==> src/rtl/gmii_rx_framer.sv <==
`default_nettype none
// ------------------------------------------------------------------------
// gmii_rx_framer: strips preamble/SFD, hides the FCS, flags CRC/length errors.
// Revision 1.0
// ------------------------------------------------------------------------

module gmii_rx_framer #(
  parameter int MIN_LEN = 64,
  parameter int MAX_LEN = 1518
) (
  input  logic        gmii_rx_clk,
  input  logic        rst,
  input  logic        gmii_rx_dv,
  input  logic [7:0]  gmii_rxd,
  output logic        out_dv,
  output logic [7:0]  out_data,
  output logic        out_sof,
  output logic        out_eof,
  output logic        out_err,
  output logic [15:0] frame_ok_cnt,
  output logic [15:0] frame_err_cnt
);

  localparam logic [7:0]  c_PREAMBLE    = 8'h55;
  localparam logic [7:0]  c_SFD         = 8'hD5;
  localparam logic [31:0] c_CRC_INIT    = 32'hFFFF_FFFF;
  localparam logic [31:0] c_CRC_POLY    = 32'hEDB8_8320;
  localparam logic [31:0] c_CRC_RESIDUE = 32'hDEBB_20E3;
  localparam logic [10:0] c_CNT_MAX     = 11'h7FF;
  localparam logic [10:0] c_MIN_LEN     = MIN_LEN[10:0];
  localparam logic [10:0] c_MAX_LEN     = MAX_LEN[10:0];
  localparam logic [10:0] c_FCS_PLUS1   = 11'd5;
  localparam logic [2:0]  c_PRE_MAX     = 3'd7;
  localparam logic [15:0] c_STAT_MAX    = 16'hFFFF;

  typedef enum logic [1:0] {
    S_IDLE     = 2'd0,
    S_PREAMBLE = 2'd1,
    S_DATA     = 2'd2,
    S_DROP     = 2'd3
  } state_t;

  function automatic logic [31:0] crc32_byte(input logic [31:0] crc, input logic [7:0] data);
    logic [31:0] c;
    c = crc ^ {24'd0, data};
    for (int i = 0; i < 8; i++) begin
      c = c[0] ? ((c >> 1) ^ c_CRC_POLY) : (c >> 1);
    end
    return c;
  endfunction

  state_t          state_q, state_d;
  logic [2:0]      pre_cnt_q, pre_cnt_d;
  logic            post_rst_q, post_rst_d;
  logic [3:0][7:0] dline_q, dline_d;
  logic [7:0]      p_q, p_d;
  logic [10:0]     byte_cnt_q, byte_cnt_d;
  logic [31:0]     crc_q, crc_d;
  logic            sof_pend_q, sof_pend_d;
  logic            out_dv_q, out_dv_d;
  logic [7:0]      out_data_q, out_data_d;
  logic            out_sof_q, out_sof_d;
  logic            out_eof_q, out_eof_d;
  logic            out_err_q, out_err_d;
  logic [15:0]     ok_cnt_q, ok_cnt_d;
  logic [15:0]     err_cnt_q, err_cnt_d;

  logic            w_ok_inc;
  logic            w_err_inc;
  logic            w_p_valid;
  logic            w_frame_bad;
  logic [31:0]     w_crc_next;

  assign w_crc_next  = crc32_byte(crc_q, gmii_rxd);
  // P holds a real payload byte once five bytes are in (four sit in the delay line).
  assign w_p_valid   = (byte_cnt_q >= c_FCS_PLUS1);
  assign w_frame_bad = (crc_q != c_CRC_RESIDUE) || (byte_cnt_q < c_MIN_LEN) ||
                       (byte_cnt_q > c_MAX_LEN);

  always_comb begin
    state_d    = state_q;
    pre_cnt_d  = pre_cnt_q;
    post_rst_d = post_rst_q;
    dline_d    = dline_q;
    p_d        = p_q;
    byte_cnt_d = byte_cnt_q;
    crc_d      = crc_q;
    sof_pend_d = sof_pend_q;
    out_dv_d   = 1'b0;
    out_data_d = 8'd0;
    out_sof_d  = 1'b0;
    out_eof_d  = 1'b0;
    out_err_d  = 1'b0;
    w_ok_inc   = 1'b0;
    w_err_inc  = 1'b0;

    // A frame already in flight when reset lifts must not be mistaken for a new one.
    if (!gmii_rx_dv) begin
      post_rst_d = 1'b0;
    end

    case (state_q)
      S_IDLE: begin
        if (gmii_rx_dv) begin
          if (gmii_rxd == c_PREAMBLE && !post_rst_q) begin
            state_d   = S_PREAMBLE;
            pre_cnt_d = 3'd1;
          end else begin
            state_d = S_DROP;
          end
        end
      end

      S_PREAMBLE: begin
        if (!gmii_rx_dv) begin
          state_d = S_IDLE;
        end else if (gmii_rxd == c_SFD) begin
          state_d    = S_DATA;
          byte_cnt_d = 11'd0;
          crc_d      = c_CRC_INIT;
          sof_pend_d = 1'b1;
        end else if (gmii_rxd == c_PREAMBLE && pre_cnt_q < c_PRE_MAX) begin
          pre_cnt_d = pre_cnt_q + 3'd1;
        end else begin
          state_d   = S_DROP;
          w_err_inc = 1'b1;
        end
      end

      S_DATA: begin
        if (gmii_rx_dv) begin
          dline_d = {dline_q[2:0], gmii_rxd};
          p_d     = dline_q[3];
          crc_d   = w_crc_next;
          if (byte_cnt_q != c_CNT_MAX) begin
            byte_cnt_d = byte_cnt_q + 11'd1;
          end
          if (w_p_valid) begin
            out_dv_d   = 1'b1;
            out_data_d = p_q;
            out_sof_d  = sof_pend_q;
            sof_pend_d = 1'b0;
          end
        end else begin
          state_d    = S_IDLE;
          sof_pend_d = 1'b0;
          if (w_p_valid) begin
            out_dv_d   = 1'b1;
            out_data_d = p_q;
            out_sof_d  = sof_pend_q;
            out_eof_d  = 1'b1;
            out_err_d  = w_frame_bad;
            w_ok_inc   = !w_frame_bad;
            w_err_inc  = w_frame_bad;
          end else begin
            w_err_inc = 1'b1;
          end
        end
      end

      S_DROP: begin
        if (!gmii_rx_dv) begin
          state_d = S_IDLE;
        end
      end

      default: state_d = S_IDLE;
    endcase

    ok_cnt_d  = (w_ok_inc && ok_cnt_q != c_STAT_MAX) ? ok_cnt_q + 16'd1 : ok_cnt_q;
    err_cnt_d = (w_err_inc && err_cnt_q != c_STAT_MAX) ? err_cnt_q + 16'd1 : err_cnt_q;
  end

  always_ff @(posedge gmii_rx_clk) begin
    if (rst) begin
      state_q    <= S_IDLE;
      pre_cnt_q  <= 3'd0;
      post_rst_q <= 1'b1;
      dline_q    <= '0;
      p_q        <= 8'd0;
      byte_cnt_q <= 11'd0;
      crc_q      <= c_CRC_INIT;
      sof_pend_q <= 1'b0;
      out_dv_q   <= 1'b0;
      out_data_q <= 8'd0;
      out_sof_q  <= 1'b0;
      out_eof_q  <= 1'b0;
      out_err_q  <= 1'b0;
      ok_cnt_q   <= 16'd0;
      err_cnt_q  <= 16'd0;
    end else begin
      state_q    <= state_d;
      pre_cnt_q  <= pre_cnt_d;
      post_rst_q <= post_rst_d;
      dline_q    <= dline_d;
      p_q        <= p_d;
      byte_cnt_q <= byte_cnt_d;
      crc_q      <= crc_d;
      sof_pend_q <= sof_pend_d;
      out_dv_q   <= out_dv_d;
      out_data_q <= out_data_d;
      out_sof_q  <= out_sof_d;
      out_eof_q  <= out_eof_d;
      out_err_q  <= out_err_d;
      ok_cnt_q   <= ok_cnt_d;
      err_cnt_q  <= err_cnt_d;
    end
  end

  assign out_dv        = out_dv_q;
  assign out_data      = out_data_q;
  assign out_sof       = out_sof_q;
  assign out_eof       = out_eof_q;
  assign out_err       = out_err_q;
  assign frame_ok_cnt  = ok_cnt_q;
  assign frame_err_cnt = err_cnt_q;

endmodule

`default_nettype wire

==> config.mk <==
export PLATFORM = sky130hd
export DESIGN_NAME = gmii_rx_framer
export DESIGN_NICKNAME = d
export VERILOG_FILES = /design/src/rtl/gmii_rx_framer.sv
export SDC_FILE = /design/constraint.sdc
export NUM_CORES = 1
export LEC_CHECK = 0
export ABC_CLOCK_PERIOD_IN_PS = 1960
export BUFFER_PORTS_ARGS = -buffer_cell sky130_fd_sc_hd__buf_4
export CORE_MARGIN = 2
export CORE_UTILIZATION = 45
export CTS_CLUSTER_DIAMETER = 100
export CTS_CLUSTER_SIZE = 14
export DETAILED_ROUTE_END_ITERATION = 6
export MAX_ROUTING_LAYER = met4
export PLACE_DENSITY_LB_ADDON = 0.05
export SLEW_MARGIN = 20
export SYNTH_ARGS = -nofsm -noshare
export SYNTH_HDL_FRONTEND = slang
export SYNTH_SLANG_ARGS = --single-unit
export TNS_END_PERCENT = 5
==> constraint.sdc <==
create_clock -name gmii_rx_clk -period 1.96 [get_ports gmii_rx_clk]
set_input_delay 0.392 -clock gmii_rx_clk [delete_from_list [all_inputs] [get_ports gmii_rx_clk]]
set_output_delay 0.392 -clock gmii_rx_clk [all_outputs]
set_load 0.02 [all_outputs]
# After elaboration in Yosys (flattened, before gate mapping)
# Index checks and enable logic that the tools add are counted.
# W data, S select, Z words.
# word_totals
regBits	134
in_bits	11
output_inout_bits	44
wordCells	124
# op_classes
n_addsub	4
n_lt_le_gt_ge	4
n_eq_ne	20
n_mux	45
bitwise_logic	11
n_reduce_logical	22
# op_table
op	count
$mux W32	11
$not A13 Y14	8
$pmux W32 S2	1
$mux W11	4
$add A16 B1 Y16 const B	2
$ne A16 B16 Y1 const B	2
$ne A32 B32 Y1 const B	1
$xor A32 B8 Y32	1
$pmux W11 S2	1
$ne A2 B2 Y1 const B	9
$mux W3	5
$mux W1	13
$mux W2	6
$add A11 B1 Y11 const B	1
$ge A11 B3 Y1 const B	1
$gt A11 B11 Y1 const B	1
$lt A11 B7 Y1 const B	1
$ne A11 B11 Y1 const B	1
$eq A8 B7 Y1 const B	1
$eq A8 B8 Y1 const B	1
$reduce_and A4 Y1	2
$pmux W2 S3	1
$pmux W3 S2	1
$reduce_and A6 Y1	1
other kinds (19)	30

# Logic depth before layout (Yosys ltp)
# Gate-level depths: netlist of the first run.
# depth
depth_word	19
ltp_mapped	10

# Worst setup path after synthesis of the first run
# OpenSTA, ideal clock, no wires.
# synth_timing
kind	register to register
start	register state_q[1]
end	register err_cnt_q[11] (netlist: frame_err_cnt[11])
t_arrival_ns	2.108
required_time_ns	1.890
setup_slack_ns	-0.219
path_stages_with_launch	10
cell_sequence	dfxtp_1 -> inv_1 -> ha_1 -> buf_2 -> nand2_1 -> a31o_2 -> a2111oi_2 -> o21ai_2 -> or4_1 -> a21oi_1
# synth_between
elab_chain_len	3
elab_cells_between_ends	4
classes_between	eq/ne: 2; mux: 1; reduce/logical: 1
# synth_rtl
element	line	source
start: declaration	52	state_t state_q, state_d;
start signal: assignment	192	state_q <= state_d;
$eq A2 B2 Y1 or $eq A2 B1 Y1 (tied branches)	102	case (state_q)
$pmux W1 S2 (*)	102	
$logic_and A1 B1 Y1 (*)	171	err_cnt_d = (w_err_inc && err_cnt_q != c_STAT_MAX) ? err_cnt_q + 16'd1 : err_cnt_q;
end signal: assignment	206	err_cnt_q <= err_cnt_d;
end: declaration	66	logic [15:0] err_cnt_q, err_cnt_d;
# Every way passes the cells marked *; elsewhere a longest branch is shown, timed or not.
# A chain may end at the register's enable or synchronous reset.

# Worst setup path in the final report of the first run
# layout_timing
start	register crc_q[15]
end	register ok_cnt_q[12] (netlist: frame_ok_cnt[12])
# layout_between
elab_chain_len	8
# layout_rtl
element	line	source
start: declaration	58	logic [31:0] crc_q, crc_d;
start signal: assignment	182	crc_q <= c_CRC_INIT;
start signal: assignment	198	crc_q <= crc_d;
$ne A32 B32 Y1	77	assign w_frame_bad = (crc_q != c_CRC_RESIDUE) || (byte_cnt_q < c_MIN_LEN) ||
$logic_or A1 B1 Y1 (2 in a row)	77	
$logic_not A1 Y1	153	w_ok_inc = !w_frame_bad;
$mux W1	147	if (w_p_valid) begin
$mux W1	131	if (gmii_rx_dv) begin
$mux W1	102	
$logic_and A1 B1 Y1	170	ok_cnt_d = (w_ok_inc && ok_cnt_q != c_STAT_MAX) ? ok_cnt_q + 16'd1 : ok_cnt_q;
end signal: assignment	205	ok_cnt_q <= ok_cnt_d;
end: declaration	65	logic [15:0] ok_cnt_q, ok_cnt_d;
# No other way between the ends.

==> results_dict.tcl, run 1 <==
set metrics [dict create \
    synth.lib_cells_used.distinct 62 \
    timing_max_transition_violations_final 0 \
    ir_drop_mv 0.7072 \
    total_power_mw 11.60 \
    starting_density_of_the_core_pct 46.28 \
    detailedPlace.worstSlack_ps -342.2 \
    maxClockFrequency_ghz 0.4695 \
    clock_tree.htree_level_count 4 \
    finalSetupViolations 33 \
    grt_first_pass_wirelength_um 28820 \
    power_density_mw_per_mm2 1272 \
    timing.hold.worst.class "in2reg" \
    worstPathArrival_ps 2480 \
    multi_input_comb_area_mm2 0.003832 \
    fin_crit_ps 2130 \
    reg2reg_depth 6 \
    synth_enable_flop_cells 0 \
    cp-end-kind "flop" \
    synth_top_area_share_pct 41.60 \
    drive_above_1_share_pct 33.33 \
    wl_per_cell_um 15.08 \
    cap_viol_max_count 0 \
    synth.ff_latch_count 134 \
    post_dp_cell_area_mm2 0.008292 \
    numCtsBuffers 17 \
    tritoncts "done" \
    cts.reportedPaths.clkPinSlew_ps 60 \
    antenna_found_initial 0 \
    yosysSeqAreaShare_pct 41.60 \
    worstReg2RegEnd "frame_ok_cnt[12]$_SDFFE_PP0P_" \
    p_clk_share_pct 27.5 \
    dominant_cell_type_by_area_after_synthesis "sky130_fd_sc_hd__dfxtp_1" \
    share_seq_of_total_power_pct 27.0 \
    detail-route-antenna-nets 0 \
    setup_total_negative_slack_ps -2502 \
    clk_root_buffer_cell "sky130_fd_sc_hd__clkbuf_16" \
    dp_hpwl_um 12240 \
    initialDrtViolationCount 342 \
    core.rowCount 43 \
    drtPass1Iterations 5 \
    synthesis.area_per_instance_um2 8.714 \
    r2r-start "crc_q[15]$_SDFFE_PP1P_" \
    core_area_mm2 0.01393 \
    diodes_inserted 0 \
    max-slew-margin-rel_pct 69.02 \
    post_detailed_route_via_to_cell_ratio 5.269 \
    async_reset_ff_share_pct 0 \
    violations "negative setup slack" \
    netlist_area_mm2 0.006449 \
    wl_um 17060 \
    hold_viol_final 0 \
    fp.dieH_um 123.7 \
    setup_repair_after_global_routing_missed_its_margin "yes" \
    finalWeightedCongestion 0.8699 \
    mappedNetlistNets 760 \
    grt_remaining_overflow 0 \
    critPathMaxFanout 8 \
    setup.worst_path.start_class "flop" \
    pin_count_of_the_biggest_net_entering_global_routing 62 \
    outcome "complete, but fails checks" \
    switchingPower_mw 4.055 \
    ys_top_cells_by_area "sky130_fd_sc_hd__dfxtp_1 42%, sky130_fd_sc_hd__nand2_1 7.1%, sky130_fd_sc_hd__xnor2_1 7.1%" \
    clock_skew_ps 6.447 \
    routed-via-count 5959 \
    reg2reg_slack_ps -170 \
    drc 0 \
    timing_worst_setup_path_type "reg2reg" \
    p_leak_nw 3.715 \
    seqCellArea_mm2 0.002701 \
    final_util_pct 65.44 \
    grt_usage_pct 24.64 \
    yosys_warnings 0 \
    holdPathStages 2 \
    clock_path_buffers 2 \
    worst_slew_pin_slew_ps 464.7 \
    netSwitchingFraction_pct 34.96 \
    layout-area-overhead-vs-synth_pct 41.40 \
    required_ps 2310 \
    nFillCells 1217 \
    worst_hold_startpoint "rst" \
    final.setup.worst_slack_ps -169.8 \
    die_w_um 123.7 \
    synth_cells 740 \
    power_frac_comb_pct 45.5 \
    cts-hold-fix-buffers 0 \
    synth_top_flop_cell "sky130_fd_sc_hd__dfxtp_1" \
    nNetsFinal 958 \
    grt_pass1_vias 6007 \
    cts.sink_count 134 \
    finish.instance_area_mm2 0.009119 \
    floorplan.die_area_mm2 0.01530 \
    power_report.internal_total_mw 7.543 \
    clk_latency_ps 420 \
    timing.final.crit_share_pct 108.7 \
    numPortBuffers 54 \
    design.portCount 55 \
    timing.hold.worst_endpoint "sof_pend_q$_SDFFE_PP0P_" \
]
## power by group through the flow
stage / Sequential (mW) / Combinational, mW / Clock (mW)
floorplan: 3.23 / 3.04 / 0
global placement: 3.16 / 5.00 / 0
detailed placement: 3.17 / 5.03 / 0
CTS: 3.13 / 5.15 / 3.26
global route: 3.16 / 5.72 / 3.37
finish: 3.13 / 5.28 / 3.19
## layout make-up
class / instances / area share (%)
sequential: 134 / 29.62
multi-input combinational: 559 / 42.03
tap: 180 / 2.470
inverter: 9 / 0.3705
timing repair buffer: 217 / 19.00
clock buffer: 18 / 4.816
clock inverter: 14 / 1.688
## sequential cells by signal, summed over array words and instances (netlist names)
name / count
byte_cnt_q: 11
crc_q: 32
dline_q: 32
frame_err_cnt: 16
frame_ok_cnt: 16
out_data: 8
out_dv: 1
out_eof: 1
out_err: 1
out_sof: 1
p_q: 8
post_rst_q: 1
pre_cnt_q: 3
sof_pend_q: 1
state_q: 2
## worst max path at each step
stage / from / end / cells after the start
2_1_floorplan: frame_err_cnt[4]$_SDFFE_PP0P_ / frame_err_cnt[6]$_SDFFE_PP0P_ / 5
5_1_grt: crc_q[15]$_SDFFE_PP1P_ / frame_ok_cnt[12]$_SDFFE_PP0P_ / 6
6_report: crc_q[15]$_SDFFE_PP1P_ / frame_ok_cnt[12]$_SDFFE_PP0P_ / 6
3_3_place_gp: crc_q[9]$_SDFFE_PP1P_ / frame_ok_cnt[10]$_SDFFE_PP0P_ / 8
3_5_place_dp: crc_q[23]$_SDFFE_PP1P_ / frame_ok_cnt[15]$_SDFFE_PP0P_ / 8
4_1_cts: crc_q[12]$_SDFFE_PP1P_ / frame_ok_cnt[12]$_SDFFE_PP0P_ / 7
## through the flow
stage,instances,hold WS [ps]
2_1_floorplan,740,429.6
3_3_place_gp,1098,436.3
3_5_place_dp,1098,437.1
4_1_cts,1131,211.5
5_1_grt,1131,227.5
6_report,1131,234.5
## what timing repair did
action / in CTS / in global routing
pin swaps: 35 / 13
setup endpoints to repair: 50 / 63
resized for setup: 28 / 16
setup buffers: 1 / 0
## cell usage in the layout, fill, tap and decap left out, types with 6 or more instances in the layout
cell / instances
sky130_fd_sc_hd__xnor2_1: 49
sky130_fd_sc_hd__nand4_1: 22
sky130_fd_sc_hd__a21oi_1: 61
sky130_fd_sc_hd__nand2_1: 119
sky130_fd_sc_hd__o21ai_0: 13
sky130_fd_sc_hd__nor2_1: 53
sky130_fd_sc_hd__a31oi_1: 6
sky130_fd_sc_hd__nand2b_1: 7
sky130_fd_sc_hd__dfxtp_2: 6
sky130_fd_sc_hd__xnor2_2: 6
sky130_fd_sc_hd__ha_1: 6
sky130_fd_sc_hd__dfxtp_1: 125
sky130_fd_sc_hd__or3_1: 6
sky130_fd_sc_hd__buf_6: 11
sky130_fd_sc_hd__and2_1: 11
sky130_fd_sc_hd__mux2_2: 6
sky130_fd_sc_hd__inv_1: 9
sky130_fd_sc_hd__nor4_1: 9
sky130_fd_sc_hd__clkbuf_16: 17
sky130_fd_sc_hd__and3_1: 7
sky130_fd_sc_hd__o211ai_1: 15
sky130_fd_sc_hd__xor2_1: 27
sky130_fd_sc_hd__buf_4: 201
sky130_fd_sc_hd__nor2b_1: 6
sky130_fd_sc_hd__nand3_1: 23
sky130_fd_sc_hd__xnor2_4: 8
sky130_fd_sc_hd__nor3_1: 14
## cell usage after synthesis, types with 6 or more instances
| cell | instances |
|---|---|
| sky130_fd_sc_hd__dfxtp_1 | 134 |
| sky130_fd_sc_hd__nand2_1 | 122 |
| sky130_fd_sc_hd__a21oi_1 | 62 |
| sky130_fd_sc_hd__nor2_1 | 54 |
| sky130_fd_sc_hd__xnor2_1 | 52 |
| sky130_fd_sc_hd__clkbuf_1 | 31 |
| sky130_fd_sc_hd__xor2_1 | 28 |
| sky130_fd_sc_hd__nand3_1 | 23 |
| sky130_fd_sc_hd__nand4_1 | 22 |
| sky130_fd_sc_hd__nor3_1 | 17 |
| sky130_fd_sc_hd__o211ai_1 | 15 |
| sky130_fd_sc_hd__o21ai_0 | 13 |
| sky130_fd_sc_hd__and2_1 | 11 |
| sky130_fd_sc_hd__nor4_1 | 10 |
| sky130_fd_sc_hd__ha_1 | 9 |
| sky130_fd_sc_hd__inv_1 | 9 |
| sky130_fd_sc_hd__xnor2_2 | 8 |
| sky130_fd_sc_hd__and3_1 | 7 |
| sky130_fd_sc_hd__nand2b_1 | 7 |
| sky130_fd_sc_hd__nor2b_1 | 7 |
| sky130_fd_sc_hd__a31o_2 | 6 |
| sky130_fd_sc_hd__a31oi_1 | 6 |
| sky130_fd_sc_hd__mux2_2 | 6 |
| sky130_fd_sc_hd__or3_1 | 6 |
## kinds of logic (layout without fill, tap and decap cells)
family / Yosys count / in the layout / synth area share [%]
AND/OR/NAND/NOR: 315 / 315 / 23.94
AO/OA/AOI/OAI: 134 / 134 / 13.62
adder cells (fa/ha/maj): 9 / 9 / 1.746
buffers and inverters: 47 / 258 / 3.027
multiplexers: 9 / 9 / 1.513
flip-flops: 134 / 134 / 41.60
XOR/XNOR: 92 / 92 / 14.55
## critical path: stages, from the launching register on
cell	delay, ps
sky130_fd_sc_hd__dfxtp_2	320
sky130_fd_sc_hd__nor4bb_2	280
sky130_fd_sc_hd__nand4_1	190
sky130_fd_sc_hd__a2111o_2	610
sky130_fd_sc_hd__buf_6	180
sky130_fd_sc_hd__or3_1	340
sky130_fd_sc_hd__a21oi_1	130
## routing by layer
metal / track usage, % / up-vias / routed length (µm)
li1: - / 2977 / -
met3: 4.258 / 31 / 580
met5: - / - / 0
met4: 9.730 / 0 / 363
met2: 41.24 / 123 / 8371
met1: 29.52 / 2828 / 7743
(Power assumes the default switching activity.)
==> run 2, diff against run 1 <==
Settings changed: CORE_UTILIZATION 45 to 54, MAX_ROUTING_LAYER met4 to not set.
==> run 2 against run 1 <==
The run still ends with negative setup slack left. Sequential cell count unchanged. Via count increased by 0.54%. Total power fell by 1.3%. Utilization increased by 13 points. Fmax up 1.9%. First-iteration DRC count increased by 9.4%. Clock skew increased by 8.5 ps. Clock-buffer cell count stayed put. Global-route usage rose by 2.6 points. Largest cell class unchanged.
==> results_dict.tcl, run 2 (synthesis results as in run 1) <==
set metrics [dict create \
    worstPathArrival_ps 2450 \
    antenna_found_initial 0 \
    post_dp_cell_area_mm2 0.008178 \
    critPathSlowestCell "sky130_fd_sc_hd__a2111o_2" \
    clock_skew_ps 14.96 \
    detailedPlace.worstSlack_ps -261.5 \
    setup.worst_path.start_class "flop" \
    initialDrtViolationCount 374 \
    max-slew-margin-rel_pct 62.76 \
    grt_first_pass_wirelength_um 27770 \
    clock_tree.htree_level_count 4 \
    setup_total_negative_slack_ps -1601 \
    post_detailed_route_via_to_cell_ratio 5.522 \
    layout_common_cells "195 x sky130_fd_sc_hd__buf_4, 119 x sky130_fd_sc_hd__nand2_1, 118 x sky130_fd_sc_hd__dfxtp_1, 61 x sky130_fd_sc_hd__a21oi_1, 52 x sky130_fd_sc_hd__nor2_1" \
    maxClockFrequency_ghz 0.4783 \
    numPortBuffers 54 \
    core_area_mm2 0.01152 \
    routed-via-count 5991 \
    fin_crit_ps 2091 \
    die_w_um 113.3 \
    total_power_mw 11.45 \
    clk_root_buffer_cell "sky130_fd_sc_hd__clkbuf_16" \
    final_util_pct 78.22 \
    final.setup.worst_slack_ps -130.7 \
    crit_family "simple AND/OR/NAND/NOR gates" \
    path_buf_inv 0 \
    timing.hold.worst.class "in2reg" \
    diodes_inserted 0 \
    grt_pass1_vias 5880 \
    power_density_mw_per_mm2 1271 \
    cp-end-kind "flop" \
    drc 0 \
    layout-area-overhead-vs-synth_pct 39.68 \
    clock_path_buffers 2 \
    starting_density_of_the_core_pct 56.00 \
    cap_viol_max_count 0 \
    timing_worst_setup_path_type "reg2reg" \
    drtPass1Iterations 5 \
    tritoncts "done" \
    most_common_library_cell_in_the_layout_ignoring_fill_and_taps "sky130_fd_sc_hd__buf_4" \
    timing.final.crit_share_pct 106.7 \
    wl_um 16870 \
    ir_drop_mv 0.7419 \
    grt_remaining_overflow 0 \
    timing_max_transition_violations_final 0 \
    cts.sink_count 134 \
    p_leak_nw 3.660 \
    biggestRegsByFlops "crc_q x32, dline_q x32" \
    hold_viol_final 0 \
    dp_hpwl_um 11830 \
    finalSetupViolations 29 \
    design.portCount 55 \
    timing.critical_path.cells "nor4bb_2 > nand4_1 > a2111o_2 > or4_4 > a21oi_2" \
    critPathMaxFanout 8 \
    floorplan.die_area_mm2 0.01283 \
    core.rowCount 39 \
    nNetsFinal 949 \
    violations "negative setup slack" \
    setup_repair_after_global_routing_missed_its_margin "yes" \
    worst_slew_pin_slew_ps 554.6 \
    finalWeightedCongestion 0.9148 \
    drive_above_1_share_pct 33.97 \
    cts.reportedPaths.clkPinSlew_ps 60 \
    critPathMaxStageDelay_ps 610 \
    fp.dieH_um 113.3 \
    wl_per_cell_um 15.55 \
    detail-route-antenna-nets 0 \
    cts-hold-fix-buffers 0 \
    outcome "complete, but fails checks" \
    finish.instance_area_mm2 0.009007 \
    grt_usage_pct 27.22 \
    required_ps 2320 \
    numCtsBuffers 17 \
    clk_latency_ps 430 \
    pin_count_of_the_biggest_net_entering_global_routing 41 \
]
-- run 2: cell count changes in the layout (fill, tap and decap cells not counted), moves of 3 or more --
cell / before / now
sky130_fd_sc_hd__buf_4: 201 / 195
sky130_fd_sc_hd__buf_6: 11 / 8
sky130_fd_sc_hd__clkinv_4: 1 / 4
sky130_fd_sc_hd__dfxtp_1: 125 / 118
sky130_fd_sc_hd__dfxtp_2: 6 / 13
sky130_fd_sc_hd__inv_8: 5 / 2
-- run 2: layout make-up --
cell class	instances	area (µm²)
Timing Repair Buffer	208	1654
Tap cell	143	178.9
Inverter	9	33.78
Sequential cell	134	2710
Fill cell	793	2509
Clock inverter	14	141.4
Clock buffer	18	429.2
Multi-Input combinational cell	559	3860
-- run 2: path summary, 6_finish.rpt --
path / from / end / slack, ps / cells after the start
min reg2reg: dline_q[5]$_SDFFE_PP0P_ / dline_q[13]$_SDFFE_PP0P_ / 450 / 2
max: crc_q[14]$_SDFFE_PP1P_ / frame_ok_cnt[4]$_SDFFE_PP0P_ / -130 / 5
max reg2reg: crc_q[14]$_SDFFE_PP1P_ / frame_ok_cnt[4]$_SDFFE_PP0P_ / -130 / 5
min: rst / state_q[0]$_SDFFE_PP0P_ / 220 / 2
-- run 2: metrics by stage --
stage | instances | hold slack [ps]
floorplan | 740 | 429.6
finish | 1085 | 218.5
CTS | 1084 | 203.2
global placement | 1052 | 435.9
global route | 1085 | 214.5
detailed placement | 1052 | 441.0
-- run 2: per-layer routing --
| metal | vias up | part of all wire, % | GRT usage (%) |
|---|---|---|---|
| li1 | 2966 | - | - |
| met5 | - | 0 | 0 |
| met3 | 38 | 4.5 | 6.535 |
| met4 | 0 | 2.5 | 12.11 |
| met1 | 2825 | 44 | 33.00 |
| met2 | 162 | 49 | 45.99 |
-- run 2: timing repair --
item	4_1_cts	5_1_grt
pin swaps	30	14
setup buffers	0	1
endpoints found under the setup margin	42	60
resized for setup	28	28
-- run 2: power breakdown --
| group | switching (mW) | leakage, nW | internal (mW) | total (mW) |
|---|---|---|---|---|
| registers | 0.162 | 1.09 | 2.98 | 3.14 |
| clock network | 1.28 | 0.280 | 1.78 | 3.06 |
| logic | 2.57 | 2.29 | 2.67 | 5.25 |
| total | 4.02 | 3.66 | 7.43 | 11.5 |
-- run 2: worst register-to-register path: cells and delay by family, from the launching register on --
kind	cells	cell delay, ps
compound gates	2	730
flops	1	320
simple gates	3	990
==> run 3, diff against run 2 <==
Settings changed: BUFFER_PORTS_ARGS -buffer_cell sky130_fd_sc_hd__buf_4 to not set, CORE_UTILIZATION 54 to 55, DONT_BUFFER_PORTS set to 1, RECOVER_POWER set to 50.
==> run 3 against run 2 <==
The run still ends with negative setup slack left. Worst hold slack worse by 180 ps. Sequential share of layout area up 2.7 points. Die area down 1.8%. Via count down 5.0%. Clock skew down 7.2 ps. Clock power up 3%. Fmax down 5.6%. Sequential cell count unchanged. Routed wire length down 7.2%. Register-to-register slack worse by 120 ps. Critical endpoint is now frame_ok_cnt[11]$_SDFFE_PP0P_. Highest routed layer unchanged.
==> results_dict.tcl, run 3 (synthesis results as in run 1) <==
set metrics [dict create \
    outcome "complete, but fails checks" \
    violations "negative setup slack" \
    nFillCells 910 \
    dp_hpwl_um 10890 \
    cp-endpoint "frame_ok_cnt[11]$_SDFFE_PP0P_" \
    reg2reg_depth 8 \
    numPortBuffers 0 \
    detail-route-antenna-nets 0 \
    ir_drop_mv 0.9601 \
    cts-hold-fix-buffers 0 \
    design.portCount 55 \
    clock_tree.htree_level_count 4 \
    diodes_inserted 0 \
    most_common_library_cell_in_the_layout_ignoring_fill_and_taps "sky130_fd_sc_hd__dfxtp_1" \
    numCtsBuffers 17 \
    finalSetupViolations 30 \
    worst_slew_pin_slew_ps 459.1 \
    grt_usage_pct 25.94 \
    whs_ps 38.82 \
    drtPass1Iterations 4 \
    timing_worst_setup_path_type "reg2reg" \
    power_density_mw_per_mm2 1325 \
    finish.instance_area_mm2 0.008255 \
    required_ps 2270 \
    cap_viol_max_count 0 \
    wl_um 15650 \
    finalWeightedCongestion 0.8419 \
    tritoncts "done" \
    die_w_um 112.3 \
    cts.sink_count 134 \
    layout-area-overhead-vs-synth_pct 28.02 \
    biggestRegsByFlops "crc_q x32, dline_q x32" \
    clock_path_buffers 2 \
    p_leak_nw 3.144 \
    clock_skew_ps 7.733 \
    wl_per_cell_um 15.42 \
    fin_crit_ps 2215 \
    timing_startpoint_of_the_critical_path "byte_cnt_q[2]$_SDFFE_PP0P_" \
    layout_common_cells "122 x sky130_fd_sc_hd__dfxtp_1, 120 x sky130_fd_sc_hd__nand2_1, 96 x sky130_fd_sc_hd__buf_4, 60 x sky130_fd_sc_hd__a21oi_1, 51 x sky130_fd_sc_hd__nor2_1" \
    pin_count_of_the_biggest_net_entering_global_routing 112 \
    floorplan.die_area_mm2 0.01261 \
    seqCellArea_mm2 0.002705 \
    starting_density_of_the_core_pct 56.48 \
    initialDrtViolationCount 315 \
    routed-via-count 5694 \
    cp-end-kind "flop" \
    critPathMaxFanout 5 \
    total_power_mw 10.94 \
    detailedPlace.worstSlack_ps -204.9 \
    maxClockFrequency_ghz 0.4514 \
    nNetsFinal 879 \
    final.setup.worst_slack_ps -255.4 \
    timing.final.crit_share_pct 113.0 \
    core.rowCount 39 \
    post_detailed_route_via_to_cell_ratio 5.610 \
    grt_remaining_overflow 0 \
    antenna_found_initial 0 \
    grt_pass1_vias 5702 \
    worstPathArrival_ps 2530 \
    post_dp_cell_area_mm2 0.007592 \
    r2r-start "byte_cnt_q[2]$_SDFFE_PP0P_" \
    drc 0 \
    multi_input_comb_area_mm2 0.003800 \
    fp.dieH_um 112.3 \
    setup.worst_path.start_class "flop" \
    grt_first_pass_wirelength_um 26430 \
    timing_max_transition_violations_final 0 \
    setup_total_negative_slack_ps -3062 \
    cts.reportedPaths.clkPinSlew_ps 60 \
    clk_root_buffer_cell "sky130_fd_sc_hd__clkbuf_16" \
    core_area_mm2 0.01142 \
    max-slew-margin-rel_pct 69.39 \
    hold_viol_final 0 \
    clk_latency_ps 420 \
    timing.hold.worst.class "in2reg" \
    worstReg2RegEnd "frame_ok_cnt[11]$_SDFFE_PP0P_" \
    reg2reg_slack_ps -260 \
    drive_above_1_share_pct 23.97 \
    setup_repair_after_global_routing_missed_its_margin "yes" \
]
-- run 3: cell count changes in the layout (fill, tap and decap cells not counted), sizes merged --
cell      change
clkinv        -2
clkinvlp      +3
bufinv        +1
clkbuf       +36
inv           -3
buf         -105
-- run 3: final cells by class --
class	instances	area share, %
Clock buffer	19	5.365
Inverter	9	0.4092
Multi-Input combinational cell	559	46.03
Tap cell	143	2.167
Sequential cell	134	32.77
Timing Repair Buffer	138	11.47
Clock inverter	13	1.788
-- run 3: metal layers --
layer	track usage (%)	wire length, µm	vias up
li1	-	-	2827
met1	31.77	6842	2716
met2	43.98	7903	126
met3	7.289	675	25
met4	9.106	228	0
met5	0	0	-
-- run 3: how the worst min path moves through the flow --
| stage | from | to | cells after the start |
|---|---|---|---|
| 6_report | rst | frame_ok_cnt[1]$_SDFFE_PP0P_ | 1 |
| 5_1_grt | rst | frame_ok_cnt[1]$_SDFFE_PP0P_ | 1 |
| 4_1_cts | rst | frame_err_cnt[1]$_SDFFE_PP0P_ | 1 |
| 3_5_place_dp | dline_q[13]$_SDFFE_PP0P_ | dline_q[21]$_SDFFE_PP0P_ | 2 |
| 3_3_place_gp | dline_q[6]$_SDFFE_PP0P_ | dline_q[14]$_SDFFE_PP0P_ | 2 |
| 2_1_floorplan | p_q[0]$_SDFFE_PP0P_ | out_data[0]$_SDFF_PP0_ | 1 |
-- run 3: what timing repair did --
action | in CTS | in global routing
setup buffers | 3 | 0
pin swaps | 22 | 15
cloned | 1 | 0
endpoints found under the setup margin | 40 | 52
gates resized for setup | 22 | 18
-- run 3: stage by stage --
stage	utilization (%)	std cells
2_1_floorplan	-	740
3_5_place_dp	66.49	979
3_3_place_gp	66.49	979
6_report	72.30	1015
5_1_grt	72.30	1015
4_1_cts	72.67	1015
-- run 3: power by group --
group / leakage, nW / total (mW) / internal, mW / switching, mW
logic: 1.78 / 4.63 / 2.32 / 2.31
clock network: 0.277 / 3.16 / 1.92 / 1.23
registers: 1.09 / 3.15 / 2.98 / 0.169
-- run 3: critical path, cell delays in order (launching register included) --
cell and delay [ps]:
sky130_fd_sc_hd__dfxtp_1 310, sky130_fd_sc_hd__a41oi_1 270, sky130_fd_sc_hd__o21bai_1 140, sky130_fd_sc_hd__buf_4 160, sky130_fd_sc_hd__a2111o_1 460, sky130_fd_sc_hd__buf_6 160
sky130_fd_sc_hd__or3b_4 370, sky130_fd_sc_hd__xor2_1 170, sky130_fd_sc_hd__nor2_1 60
